`config.mk`:
```
export PLATFORM = sky130hd
export DESIGN_NAME = fifo_drain_arbiter
export DESIGN_NICKNAME = d
export VERILOG_FILES = /design/src/rtl/fifo_arb_pkg.sv /design/src/rtl/rr_priority_picker.sv /design/src/rtl/fifo_drain_arbiter.sv
export SDC_FILE = /design/constraint.sdc
export NUM_CORES = 1
export LEC_CHECK = 0
export ABC_AREA = 1
export BUFFER_PORTS_ARGS = -buffer_cell sky130_fd_sc_hd__buf_2
export CORE_AREA = 4 4 85 87
export CTS_BUF_LIST = sky130_fd_sc_hd__clkbuf_16
export DETAILED_ROUTE_END_ITERATION = 7
export DIE_AREA = 0 0 89 91
export GPL_TIMING_DRIVEN = 0
export PLACE_DENSITY_LB_ADDON = 0.2
export SETUP_SLACK_MARGIN = 0.02
export SKIP_LAST_GASP = 1
export SYNTH_ARGS = -nofsm -noshare
export SYNTH_HDL_FRONTEND = slang
export SYNTH_SLANG_ARGS = --single-unit
```
`constraint.sdc`:
```
create_clock -name clk -period 2.61 [get_ports clk]
set_input_delay 0.261 -clock clk [delete_from_list [all_inputs] [get_ports clk]]
set_output_delay 0.261 -clock clk [all_outputs]
set_load 0.005 [all_outputs]
```
`src/rtl/fifo_arb_pkg.sv`:
```
// Shared types and width helpers for the FIFO drain arbiter and its priority picker.
package fifo_arb_pkg;

    typedef enum logic {
        ARB_IDLE  = 1'b0,
        ARB_GRANT = 1'b1
    } arbState;

    function automatic int idx_w(input int n);
        return (n > 1) ? $clog2(n) : 1;
    endfunction

    function automatic int cnt_w(input int burst);
        return $clog2(burst + 1);
    endfunction

endpackage

```
`src/rtl/rr_priority_picker.sv`:
```
// Rotating-priority encoder: returns the first set request strictly after last_i,
// wrapping around, so the previous winner gets the lowest priority.
module rr_priority_picker
    import fifo_arb_pkg::*;
#(
    parameter int N  = 4,
    parameter int IW = idx_w(N)
) (
    input  logic [N-1:0]  req_i,
    input  logic [IW-1:0] last_i,
    output logic [IW-1:0] winner_o,
    output logic          found_o
);

    // Walk from lowest to highest priority so the highest-priority hit is written last.
    always_comb begin
        winner_o = '0;
        found_o  = 1'b0;
        for (int k = N; k >= 1; k--) begin
            if (req_i[IW'((int'(last_i) + k) % N)]) begin
                winner_o = IW'((int'(last_i) + k) % N);
                found_o  = 1'b1;
            end
        end
    end

endmodule

```
`src/rtl/fifo_drain_arbiter.sv`:
```
// Round-robin burst drain of N first-word-fallthrough FIFOs into one registered
// valid/ready output stage.
module fifo_drain_arbiter
    import fifo_arb_pkg::*;
#(
    parameter int N     = 4,
    parameter int WIDTH = 32,
    parameter int BURST = 8
) (
    input  logic                     clk,
    input  logic                     reset,
    input  logic [N-1:0]             src_enable,
    input  logic [N-1:0]             fifo_valid,
    input  logic [N-1:0][WIDTH-1:0]  fifo_data,
    output logic [N-1:0]             fifo_read,
    output logic                     out_valid,
    output logic [WIDTH-1:0]         out_data,
    output logic [idx_w(N)-1:0]      out_source,
    input  logic                     out_ready,
    output logic                     busy,
    output logic [idx_w(N)-1:0]      grant_index
);

    localparam int IW = idx_w(N);
    localparam int CW = cnt_w(BURST);

    arbState          state_q;
    logic [IW-1:0]    grant_q;
    logic [CW-1:0]    count_q;
    logic [CW-1:0]    count_d;
    logic             out_valid_q;
    logic [WIDTH-1:0] out_data_q;
    logic [IW-1:0]    out_source_q;
    logic             busy_q;

    logic [N-1:0]     req;
    logic [IW-1:0]    winner;
    logic             found;
    logic             g_valid;
    logic             g_en;
    logic             fire;
    logic             last_word;

    assign req = fifo_valid & src_enable;

    rr_priority_picker #(
        .N  (N),
        .IW (IW)
    ) u_pick (
        .req_i    (req),
        .last_i   (grant_q),
        .winner_o (winner),
        .found_o  (found)
    );

    assign g_valid = fifo_valid[grant_q];
    assign g_en    = src_enable[grant_q];

    // Reading is allowed when the output slot is empty or is being emptied this cycle.
    assign fire = (state_q == ARB_GRANT) && g_valid && g_en
                  && (!out_valid_q || out_ready) && !reset;

    assign fifo_read = fire ? (N'(1) << grant_q) : '0;
    assign count_d   = count_q + 1'b1;
    assign last_word = (count_d == CW'(BURST));

    always_ff @(posedge clk) begin
        if (reset) begin
            state_q      <= ARB_IDLE;
            grant_q      <= IW'(N - 1);
            count_q      <= '0;
            out_valid_q  <= 1'b0;
            out_data_q   <= '0;
            out_source_q <= '0;
            busy_q       <= 1'b0;
        end else begin
            if (fire) begin
                out_data_q   <= fifo_data[grant_q];
                out_source_q <= grant_q;
                out_valid_q  <= 1'b1;
            end else if (out_ready) begin
                out_valid_q  <= 1'b0;
            end

            case (state_q)
                ARB_IDLE: begin
                    if (found) begin
                        grant_q <= winner;
                        count_q <= '0;
                        state_q <= ARB_GRANT;
                        busy_q  <= 1'b1;
                    end
                end
                ARB_GRANT: begin
                    if (fire) count_q <= count_d;
                    // Backpressure alone keeps the grant; only burst end, drain or revoke exit.
                    if ((fire && last_word) || !g_valid || !g_en) begin
                        state_q <= ARB_IDLE;
                        busy_q  <= 1'b0;
                    end
                end
                default: begin
                    state_q <= ARB_IDLE;
                    busy_q  <= 1'b0;
                end
            endcase
        end
    end

    assign out_valid   = out_valid_q;
    assign out_data    = out_data_q;
    assign out_source  = out_source_q;
    assign busy        = busy_q;
    assign grant_index = grant_q;

endmodule

```
* Word level (Yosys, flattened, before mapping)
Index checks and enable logic that the tools add are counted.
** Storage, ports and cells
- Flip-flop bits (word level) :: 43
- Bits of input ports :: 139
- Output and inout port bits :: 42
** Operators by class
- Add/subtract/negate cells :: 5
- $lt $le $gt $ge :: 5
- Equal/unequal tests :: 4
- Shift operators :: 1
- Mux-type cells :: 38
- Bitwise logic cells :: 2
- Reductions and logical operators :: 16
** Operator list (number)
- $bmux W32 S2 :: 1
- $mux W32 :: 1
- $mux W1 :: 20
- $lt A2 B4 Y1 const B :: 4
- $bmux W1 S2 :: 6
- $mux W4 :: 3
- $mux W2 :: 4
- $pmux W4 S2 :: 1
- $reduce_and A2 Y1 :: 3
- $logic_and A1 B1 Y1 :: 5
- $add A2 B1 Y2 const B :: 2
- $add A2 B2 Y2 const B :: 2
- $add A4 B1 Y4 const B :: 1
- $and A4 B4 Y4 :: 1
- $eq A4 B4 Y1 const B :: 1
- $logic_not A1 Y1 :: 4
- $ne A2 B1 Y1 const B :: 2
- $pmux W1 S2 :: 2
- $shl A1 B2 Y4 const A :: 1
- $logic_or A1 B1 Y1 :: 3
- $lt A2 B3 Y1 const B :: 1
- $ne A2 B2 Y1 const B :: 1
- $reduce_bool A2 Y1 :: 1
- $not A1 Y1 :: 1

* Longest topological paths before layout
Gate-level depths: netlist of the first run.
- Depth in word-level cells :: 11
- Gate-level depth with buffers :: 12
- Depth with buffers taken out :: 9

* Modules after synthesis
Synthesis of the first run repeated with hierarchy kept, for this count alone.
** Unflattened totals
- Cell total of the unflattened synthesis :: 469
- Area total of the unflattened synthesis :: 3090.5 um2
** Modules (own cells, without submodules)
- fifo_drain_arbiter :: times used 1, cells each 420, area an instance 2864.0 um2, sequential area each 860.8 um2
- rr_priority_picker :: times used 1, cells each 49, area an instance 226.5 um2, sequential area each 0.0 um2

* Worst setup path after synthesis of the first run
OpenSTA, ideal clock, no wires.
- Kind :: reg-to-reg
- Start point :: register grant_q[0] (netlist: grant_index[0])
- End point :: register grant_q[0] (netlist: grant_index[0])
- Setup time :: 0.125 ns
- Arrival time :: 1.673 ns
- Required time :: 2.485 ns
- Setup slack :: 0.812 ns
- Cell stages (with the launch flop) :: 13
- Path buffers :: 3
- Path through :: dfxtp_1 -> buf_4 -> inv_4 -> buf_4 -> buf_2 -> ha_1 -> inv_1 -> nand2_1 -> nand2_1 -> nor2_1 -> nor2_1 -> nand3_1 -> nand3_1
** Between the ends
- Longest elaborated chain between the ends :: 9
- Elaborated cells between the ends (all ways) :: 25
** Ends and longest elaborated chain
- from (decl) :: line fifo_drain_arbiter.sv:28 : logic [IW-1:0] grant_q;
- from (signal assigned) :: line fifo_drain_arbiter.sv:70 : grant_q <= IW'(N - 1);
- from (signal assigned) :: line fifo_drain_arbiter.sv:88 : grant_q <= winner;
- $add A2 B1 Y2 :: line rr_priority_picker.sv:20, rr_priority_picker.sv:21
- $bmux W1 S2 :: line rr_priority_picker.sv:20 : if (req_i[IW'((int'(last_i) + k) % N)]) begin
- $mux W1 (not written as such) (2 in series) :: line rr_priority_picker.sv:20
- $mux W1 (4 in series) :: line rr_priority_picker.sv:20
- $reduce_and A2 Y1 (no line)
Parallel ways exist; a longest one is shown, timed or not. The select of a mux whose other input is x is not followed.
A chain may end at the register's enable or synchronous reset.

* Worst setup path in the final report of the first run
- Start point :: register grant_q[1] (netlist: grant_index[1])
- End point :: output fifo_read[3]
** Between the ends
- Longest elaborated chain between the ends :: 7
- Elaborated cells between the ends (all ways) :: 10
** Ends and longest elaborated chain
- $bmux W1 S2 :: line fifo_drain_arbiter.sv:56 : assign g_valid = fifo_valid[grant_q];
- $mux W1 (not written as such) :: line fifo_drain_arbiter.sv:56
- $logic_and A1 B1 Y1 (2 in series) :: line fifo_drain_arbiter.sv:60 : assign fire = (state_q == ARB_GRANT) && g_valid && g_en
- $logic_and A1 B1 Y1 (2 in series) :: line fifo_drain_arbiter.sv:61 : && (!out_valid_q || out_ready) && !reset;
- $mux W4 * :: line fifo_drain_arbiter.sv:63 : assign fifo_read = fire ? (N'(1) << grant_q) : '0;
- to (decl) :: line fifo_drain_arbiter.sv:15 : output logic [N-1:0] fifo_read,
Mark *: on every way between the ends. The rest lies on a longest branch, timed or not. The select of a mux whose other input is x is not followed.

==> results of run 1 <==
stage by stage:
stage               instances  power (mW)  setup slack, ps
floorplan                 435       2.629            812.3
global placement          692       3.313            554.4
detailed placement        692       3.366            484.6
CTS                       699       3.955            431.6
global route              699       4.296            226.7
finish                    699       3.964            433.7
sequential cells by signal (all words and copies together), names as in the netlist:
signal / flops
out_data: 32
count_q: 4
grant_index: 2
out_source: 2
busy: 1
out_valid: 1
state_q: 1
synth_stat cells, types with 10 or more instances:
cell type	number	area, um2
a21oi_1	17	85.08
o21ai_0	66	330.3
nand3_1	31	155.2
a21oi_2	20	175.2
nand3_2	21	210.2
inv_1	10	37.54
clkbuf_1	17	63.81
o22ai_1	33	206.5
nand2_1	57	214.0
buf_2	12	60.06
dfxtp_1	43	860.8
nor2_1	74	277.8
cell families (layout without fill, tap and decap cells):
kind of cell | after synthesis | count (layout) | synth area share, %
compound gates | 139 | 139 | 27.55
xor+xnor | 2 | 2 | 0.5926
fa+ha+maj | 6 | 6 | 2.539
buf+inv | 51 | 238 | 8.464
flops | 43 | 43 | 29.12
simple gates | 194 | 194 | 31.74
routing by layer:
metal | vias to the layer above | GRT usage (%)
li1 | 1868 | -
met1 | 1716 | 32.00
met2 | 197 | 46.47
met3 | 18 | 4.253
met4 | 0 | 8.313
met5 | - | 0
power breakdown:
part / internal (mW) / total, mW / switching, mW
Combinational: 0.914 / 2.50 / 1.58
Sequential: 0.795 / 0.881 / 0.0867
Clock: 0.344 / 0.584 / 0.240
worst max-delay path: stages (launching register included):
cell	delay [ps]
dfxtp_1	390
buf_2	280
inv_2	130
nand2_1	140
nand3_2	90
buf_4	200
buf_2	180
nor2_1	110
buf_2	120
worst max path at each step:
stage | from | to | slack [ps] | depth (start not counted)
after floorplan | grant_index[0]$_SDFFE_PP1P_ | grant_index[0]$_SDFFE_PP1P_ | 810 | 12
after global placement | grant_index[1]$_SDFFE_PP1P_ | grant_index[0]$_SDFFE_PP1P_ | 550 | 11
after detailed placement | grant_index[1]$_SDFFE_PP1P_ | grant_index[0]$_SDFFE_PP1P_ | 480 | 11
after CTS | grant_index[1]$_SDFFE_PP1P_ | fifo_read[3] | 430 | 8
after global routing | grant_index[1]$_SDFFE_PP1P_ | grant_index[0]$_SDFFE_PP1P_ | 230 | 11
final | grant_index[1]$_SDFFE_PP1P_ | fifo_read[3] | 430 | 8
final cells by class:
cell class,count,area [um2]
inverter,13,51.30
clock buffer,5,125.1
sequential,43,860.8
timing repair buffer,180,900.9
tap,77,96.34
clock inverter,2,8.758
fill,596,2262
multi-input combinational,341,1846
buffer,38,198.9
==> results.py, run 1 <==
metrics = {
    "logic_synthesis": {
        "synth_ff_type": "dfxtp_1",
        "synth.ff_latch_count": 43,
        "netlist_instances": 435,
        "synth_edf_count": 0,
        "syn_avg_cell_area_um2": 6.797,
        "synthDistinctLibCells": 27,
        "ys_warn_count": 0,
        "async_flop_share_pct": 0,
        "synth_fp_nets": 580,
        "ys_seq_area_share_pct": 29.12,
        "synth_area_um2": 2957,
    },
    "clock_tree": {
        "clk_pin_slew_ps": 60,
        "post_cts_buffers": 0,
        "cts_tree": "built",
        "h-tree-depth": 2,
        "root_buffer": "clkbuf_16",
        "cts.sinks": 43,
        "post_cts_resized": 0,
        "hold_buffers": 0,
        "numCtsBuffers": 5,
        "worstSkewPairLatency_ps": 280,
        "clockBufferDepth": 2,
    },
    "floorplan": {
        "die-area_um2": 8099,
        "fp.coreArea_um2": 6350,
        "die_h_um": 91,
        "rows": 29,
        "dieWidth_um": 89,
        "start_util_pct": 46.56,
        "io_pins": 181,
    },
    "placed_design": {
        "dpl_cell_area_um2": 3954,
        "dp_hpwl_um": 8539,
        "gp_congestion": 0.9579,
        "io_buffers": 180,
    },
    "detailed_routing": {
        "postRouteWirelength_um": 10990,
        "route.detailed.wl_per_inst_um": 15.73,
        "dr_wl_met3_um": 1017,
        "viasPerCell": 5.435,
        "highest_layer": "met4",
        "postRouteAntennaNets": 0,
        "drtPass1Iterations": 5,
        "drt_iter0_markers": 223,
        "wl_met1_um": 4327,
        "vias": 3799,
        "wl_met2_um": 5453,
        "route.detailed.drc": 0,
    },
    "worst_hold_path": {
        "min_delay_path_depth": 4,
        "min_from": "out_ready",
        "min_to": "out_valid$_SDFFE_PP0P_",
        "hold_path.class": "input pin to flip-flop",
    },
    "timing": {
        "final.setup.tns_ps": 0,
        "period_minus_slack_ps": 2176,
        "clock_skew_ps": 4.430,
        "relSlewSlack_pct": 52.66,
        "rsz0062_at_grt": "no",
        "tightest_slew_ps": 710.1,
        "holdWs_ps": 277.0,
        "post-route-period-util_pct": 83.38,
        "fmax_mhz": 459.5,
        "setup-violations-final": 0,
        "slew_violations": 0,
        "finalHoldViolations": 0,
    },
    "global_route": {
        "grt_pass1_wl_um": 17300,
        "grt_overflow_total": 0,
        "antenna_found_initial": 0,
        "grt_pass1_vias": 3733,
        "grt_max_degree": 13,
        "track_usage_pct": 26.29,
    },
    "final_layout": {
        "num_antenna_cells": 0,
        "drive_gt1_share_pct": 40.84,
        "fin_nets": 767,
        "syn_to_final_growth_pct": 38.26,
        "layout_common_cells": "buf_2 (192), nor2_1 (74), o21ai_0 (66)",
        "final_common_cell": "buf_2",
        "final_area_um2": 4088,
        "finalCoreUtilization_pct": 64.37,
    },
    "pwr": {
        "p_per_area_nw_per_um2": 969.7,
        "irDropWorstVdd_mv": 0.6153,
        "leakage_nw": 1.880,
    },
    "worst_setup_path": {
        "critPathArrivalTime_ps": 1920,
        "timing.rr.end": "grant_index[0]$_SDFFE_PP1P_",
        "cp-end-kind": "output port",
        "worstPathRequired_ps": 2350,
        "critPathKind": "flip-flop to output port",
        "start_kind": "flip-flop",
        "rr_worst_depth": 11,
        "path_max_fanout": 10,
        "rrSetupSlack_ps": 460,
        "r2r-start": "grant_index[1]$_SDFFE_PP1P_",
    },
    "flow_run": {
        "max_cap_violations": 0,
    },
    "run_status": {
        "status": "completed",
    },
}
(Power assumes the default switching activity.)
==> run 2: changes to the inputs <==
ABC_AREA = 0   (was 1)
CORE_AREA = 4 4 86 88   (was 4 4 85 87)
DIE_AREA = 0 0 90 92   (was 0 0 89 91)
clock period = 2.1 ns   (was 2.61 ns; I/O delays follow)
==> run 2 against run 1 <==
Against the previous run: sequential power up 6.0%; cell count down 23%; hold slack worse by 57 ps; synthesized cell count down 37%; clock power up 47%; sequential share of layout area up 1.3 points; via count down 24%; core utilization down 6.2 points; critical path depth down 3; total power down 32%; largest cell class unchanged; sequential cell count unchanged; critical path type unchanged; combinational power down 64%.
==> results.py, run 2 <==
metrics = {
    "run_status": {
        "status": "completed",
    },
    "floorplan": {
        "dieWidth_um": 90,
        "die-area_um2": 8280,
        "fp.coreArea_um2": 6644,
        "rows": 30,
        "io_pins": 181,
        "die_h_um": 92,
        "start_util_pct": 40.66,
    },
    "final_layout": {
        "num_antenna_cells": 0,
        "drive_gt1_share_pct": 51.41,
        "syn_to_final_growth_pct": 43.03,
        "fin_nets": 605,
        "layout_common_cells": "buf_2 (184), dfxtp_1 (42), nand2_1 (41)",
        "instances_no_fill": 541,
        "final_common_cell": "buf_2",
        "largest_register_ffs": 32,
        "finalCoreUtilization_pct": 58.15,
    },
    "logic_synthesis": {
        "ys_seq_area_share_pct": 31.87,
        "synth.largest_area_cell": "dfxtp_1",
        "netlist_instances": 276,
        "ys_warn_count": 0,
        "synthDistinctLibCells": 34,
        "synth.ff_latch_count": 43,
        "synth_most_common_cell": "dfxtp_1",
        "synth_area_um2": 2701,
        "synth_top_area_share_pct": 31.87,
        "synthTopCellsByCount": "dfxtp_1 (43), nand2_1 (41), nand3_1 (39), mux4_2 (34), o21ai_0 (25)",
        "syn_avg_cell_area_um2": 9.787,
        "synth_fp_nets": 421,
        "synthTopCellsByArea": "dfxtp_1 (32%), mux4_2 (28%), nand3_1 (7.2%)",
        "synth_ff_type": "dfxtp_1",
        "synth_edf_count": 0,
        "async_flop_share_pct": 0,
    },
    "clock_tree": {
        "worstSkewPairLatency_ps": 280,
        "cts.sinks": 43,
        "h-tree-depth": 2,
        "cts_tree": "built",
        "clk_pin_slew_ps": 60,
        "numCtsBuffers": 5,
        "root_buffer": "clkbuf_16",
        "clockBufferDepth": 2,
    },
    "worst_setup_path": {
        "start_kind": "flip-flop",
        "cp_cell_sequence": "inv_1 > mux4_2 > buf_6 > and3_1 > buf_2",
        "critPathArrivalTime_ps": 1770,
        "critPathSlowestCell": "mux4_2",
        "cpPeakStageDelay_ps": 520,
        "path_max_fanout": 17,
        "cp-end-kind": "output port",
        "crit_family": "multiplexers",
        "critPathKind": "flip-flop to output port",
        "startpoint": "grant_index[1]$_SDFFE_PP1P_",
        "critPathBufInv": 3,
        "worstPathRequired_ps": 1890,
        "r2r-start": "grant_index[1]$_SDFFE_PP1P_",
    },
    "timing": {
        "post-route-period-util_pct": 94.51,
        "final.setup.tns_ps": 0,
        "slew_violations": 0,
        "relSlewSlack_pct": 60.02,
        "tightest_slew_ps": 596.9,
        "fmax_mhz": 503.8,
        "period_minus_slack_ps": 1985,
        "worst_slack_ps": 115.2,
        "setup-violations-final": 0,
        "clock_skew_ps": 6.724,
        "rsz0062_at_grt": "no",
        "finalHoldViolations": 0,
    },
    "detailed_routing": {
        "drt_iter0_markers": 86,
        "drtPass1Iterations": 4,
        "vias": 2870,
        "postRouteWirelength_um": 8122,
        "route.detailed.wl_per_inst_um": 15.01,
        "postRouteAntennaNets": 0,
        "route.detailed.drc": 0,
        "viasPerCell": 5.305,
    },
    "pwr": {
        "leakage_nw": 1.829,
        "irDropWorstVdd_mv": 0.3350,
        "p_per_area_nw_per_um2": 696.6,
    },
    "worst_hold_path": {
        "hold_path.class": "input pin to flip-flop",
        "min_from": "out_ready",
    },
    "placed_design": {
        "gp_congestion": 0.8170,
        "dp_hpwl_um": 6491,
        "io_buffers": 179,
        "numPlacedInstances": 535,
        "pre_cts_slack_ps": 1.889,
    },
    "global_route": {
        "antenna_found_initial": 0,
        "grt_pass1_wl_um": 13530,
        "grt_max_degree": 18,
        "grt_overflow_total": 0,
        "track_usage_pct": 19.62,
        "grt_pass1_vias": 2849,
    },
    "flow_run": {
        "max_cap_violations": 0,
    },
}
## run 2: worst paths after layout
path,endpoint,slack [ps],cells past startpoint
hold / removal,out_valid$_SDFFE_PP0P_,220,3
setup / recovery,fifo_read[2],120,5
setup reg to reg,out_valid$_SDFFE_PP0P_,170,7
hold reg to reg,out_data[9]$_SDFFE_PP0P_,440,2
## run 2: cell type report
cell class                      instances  area [um2]
Buffer                                 26       135.1
Clock buffer                            5       125.1
Clock inverter                          3       38.79
Fill cell                             630        2780
Inverter                                6       22.52
Multi-Input combinational cell        199        1684
Sequential cell                        43       862.1
Tap cell                               80       100.1
Timing Repair Buffer                  179       895.9
## run 2: per-stage QoR
step / power (mW) / cell area [um2] / hold slack [ps]
2_1_floorplan: 1.532 / 2701 / 403.5
3_3_place_gp: 1.842 / 3697 / 433.0
3_5_place_dp: 1.856 / 3697 / 438.6
4_1_cts: 2.720 / 3860 / 214.3
5_1_grt: 2.845 / 3864 / 238.4
6_report: 2.691 / 3864 / 219.6
## run 2: kinds of logic (layout without fill, tap and decap cells)
family / after synthesis / count (layout) / synth area share [%]
AND/OR/NAND/NOR: 93 / 93 / 16.12
AO/OA/AOI/OAI: 60 / 60 / 12.88
flip-flops: 43 / 43 / 31.87
multiplexers: 38 / 38 / 29.87
buffers and inverters: 34 / 219 / 5.836
adder cells (fa/ha/maj): 6 / 6 / 2.779
XOR/XNOR: 2 / 2 / 0.6486
## run 2: routing by layer
| layer | track usage [%] | vias up | wire, um |
|---|---|---|---|
| met3 | 5.578 | 8 | 751 |
| li1 | - | 1403 | - |
| met5 | 0 | - | 0 |
| met4 | 5.230 | 0 | 108 |
| met1 | 24.49 | 1319 | 3355 |
| met2 | 33.35 | 140 | 3905 |
## run 2: worst min-delay path, delay by kind of cell
kind            cells  cell delay [ps]
simple gates        1              110
buf+inv             1               70
compound gates      1               60
## run 2: what timing repair did
action	in CTS	in global routing
pin swaps	0	0
hold buffers	0	0
buffers inserted	0	0
endpoints found under the setup margin	13	14
resized for setup	4	4
hold endpoints to repair	0	0
## run 2: report_power, final
part	leakage (nW)	total, mW	switching, mW	internal (mW)
Sequential	0.349	0.934	0.0452	0.889
Clock	0.0812	0.859	0.305	0.554
Combinational	1.40	0.898	0.424	0.474
Total	1.83	2.69	0.774	1.92
==> run 3: changes to the inputs <==
BUFFER_PORTS_ARGS = -buffer_cell sky130_fd_sc_hd__buf_4   (was -buffer_cell sky130_fd_sc_hd__buf_2)
==> run 3 against run 2 <==
Against the previous run: register-to-register slack improved by 20 ps; sequential cell count did not move; via count rose by 2.5%; combinational power rose by 12%; first-iteration DRC count rose by 5.8%; routed wire length rose by 7.5%; die area did not move; total power rose by 3.9%; non-clock buffer count did not move; sequential share of layout area fell by 2.3 points; worst setup slack improved by 16 ps; design area rose by 11%; largest power group is now combinational cells; highest routed layer unchanged.
==> results.py, run 3 (synthesis gave the netlist of run 2 again) <==
metrics = {
    "worst_hold_path": {
        "min_to": "out_valid$_SDFFE_PP0P_",
        "min_delay_path_depth": 3,
        "hold_path.class": "input pin to flip-flop",
        "min_from": "out_ready",
    },
    "final_layout": {
        "largest_register_ffs": 32,
        "final_common_cell": "buf_4",
        "instances_no_fill": 540,
        "num_antenna_cells": 0,
        "syn_to_final_growth_pct": 59.43,
        "num-fill-cells": 576,
        "multi_input_area_um2": 1684,
        "fin_nets": 605,
        "register_area_um2": 862.1,
        "final_area_um2": 4307,
        "layout_common_cells": "buf_4 (180), dfxtp_1 (42), nand2_1 (41)",
        "finalCoreUtilization_pct": 64.82,
        "drive_gt1_share_pct": 51.52,
    },
    "detailed_routing": {
        "drtPass1Iterations": 5,
        "postRouteAntennaNets": 0,
        "route.detailed.drc": 0,
        "drt_iter0_markers": 91,
        "vias": 2943,
        "postRouteWirelength_um": 8731,
        "viasPerCell": 5.450,
        "route.detailed.wl_per_inst_um": 16.17,
    },
    "clock_tree": {
        "h-tree-depth": 2,
        "cts.sinks": 43,
        "clockBufferDepth": 2,
        "root_buffer": "clkbuf_16",
        "worstSkewPairLatency_ps": 280,
        "cts_tree": "built",
        "clk_pin_slew_ps": 60,
        "numCtsBuffers": 5,
        "post_cts_buffers": 0,
    },
    "global_route": {
        "track_usage_pct": 20.90,
        "grt_overflow_total": 0,
        "grt_max_degree": 18,
        "antenna_found_initial": 0,
        "grt_pass1_wl_um": 14290,
        "grt_pass1_vias": 3069,
    },
    "floorplan": {
        "fp.coreArea_um2": 6644,
        "rows": 30,
        "dieWidth_um": 90,
        "start_util_pct": 40.66,
        "die_h_um": 92,
        "die-area_um2": 8280,
        "io_pins": 181,
    },
    "placed_design": {
        "dpl_cell_area_um2": 4145,
        "io_buffers": 179,
        "dp_hpwl_um": 6949,
        "numPlacedInstances": 535,
        "gp_congestion": 0.7964,
    },
    "worst_setup_path": {
        "cp-end-kind": "output port",
        "critPathBufInv": 4,
        "critPathArrivalTime_ps": 1760,
        "r2r-start": "grant_index[0]$_SDFFE_PP1P_",
        "crit_top_cell": "buf_4",
        "critPathKind": "flip-flop to output port",
        "start_kind": "flip-flop",
        "rr_worst_depth": 8,
        "worstPathRequired_ps": 1890,
        "timing.rr.end": "out_valid$_SDFFE_PP0P_",
        "cp_cell_sequence": "buf_4 > inv_1 > mux4_2 > buf_6 > and3_1 > buf_4",
        "path_max_fanout": 17,
        "cpPeakStageDelay_ps": 340,
        "critPathSlowestCell": "dfxtp_2",
        "crit_family": "buffers and inverters",
        "rrSetupSlack_ps": 190,
    },
    "pwr": {
        "leakage_nw": 1.947,
        "irDropWorstVdd_mv": 0.4505,
        "p_per_area_nw_per_um2": 649.3,
    },
    "timing": {
        "slew_violations": 0,
        "relSlewSlack_pct": 63.25,
        "fmax_mhz": 507.9,
        "finalHoldViolations": 0,
        "rsz0062_at_grt": "no",
        "tightest_slew_ps": 548.8,
        "period_minus_slack_ps": 1969,
        "post-route-period-util_pct": 93.77,
        "clock_skew_ps": 5.457,
        "setup-violations-final": 0,
    },
    "run_status": {
        "status": "completed",
    },
    "flow_run": {
        "max_cap_violations": 0,
    },
}
==> run 3: changes by cell type in the layout (fill, tap and decap cells not counted) <==
cell / delta
buf_2: -179
buf_4: +179
clkinv_1: -1
clkinv_2: -1
inv_2: +1
==> run 3: worst min-delay path: stages <==
cell and delay, ps:
buf_4 70, nand2b_1 100, o21bai_1 70
==> run 3: what timing repair did <==
item | in CTS | in global routing
hold buffers | 0 | 0
gates resized for setup | 4 | 5
setup endpoints to repair | 30 | 5
endpoints found under the hold margin | 0 | 0
==> run 3: cell type report <==
class / instances / area share [%]
Buffer: 26 / 3.138
Clock buffer: 5 / 2.905
Clock inverter: 2 / 0.7844
Inverter: 6 / 0.5230
Multi-Input combinational cell: 199 / 39.11
Sequential cell: 43 / 20.02
Tap cell: 80 / 2.324
Timing Repair Buffer: 179 / 31.20
==> run 3: worst max-delay path by stage <==
stage                                start                         to  slack (ps)  cells after the start
3_3_place_gp   grant_index[1]$_SDFFE_PP1P_  out_data[16]$_SDFFE_PP0P_          30                      5
2_1_floorplan  grant_index[1]$_SDFFE_PP1P_     out_valid$_SDFFE_PP0P_         320                      7
6_report       grant_index[0]$_SDFFE_PP1P_               fifo_read[1]         130                      6
5_1_grt        grant_index[0]$_SDFFE_PP1P_               fifo_read[1]          40                      6
4_1_cts                 state_q$_SDFF_PP0_               fifo_read[0]          20                      4
3_5_place_dp   grant_index[1]$_SDFFE_PP1P_   out_data[6]$_SDFFE_PP0P_         -40                      5
==> run 3: layer usage <==
layer / part of all wire [%] / global-route usage, % / vias up
met3: 8.6 / 6.235 / 16
met4: 2.0 / 6.760 / 0
met2: 49 / 35.66 / 143
li1: - / - / 1405
met5: 0 / 0 / -
met1: 40 / 25.31 / 1379
==> run 3: through the flow <==
step / worst slack [ps] / power, mW / hold WS [ps] / TNS, ps
CTS: 21.63 / 2.819 / 228.1 / 0
detailed placement: -41.85 / 1.970 / 441.4 / -241.2
finish: 130.9 / 2.796 / 224.4 / 0
floorplan: 317.3 / 1.532 / 403.5 / 0
global route: 37.57 / 2.948 / 243.4 / 0
global placement: 30.70 / 1.952 / 436.3 / 0
==> run 3: report_power, final <==
| group | switching (mW) | total (mW) | internal [mW] |
|---|---|---|---|
| combinational | 0.432 | 1.01 | 0.578 |
| sequential | 0.0507 | 0.940 | 0.889 |
| clock | 0.297 | 0.846 | 0.550 |
| total | 0.779 | 2.80 | 2.02 |
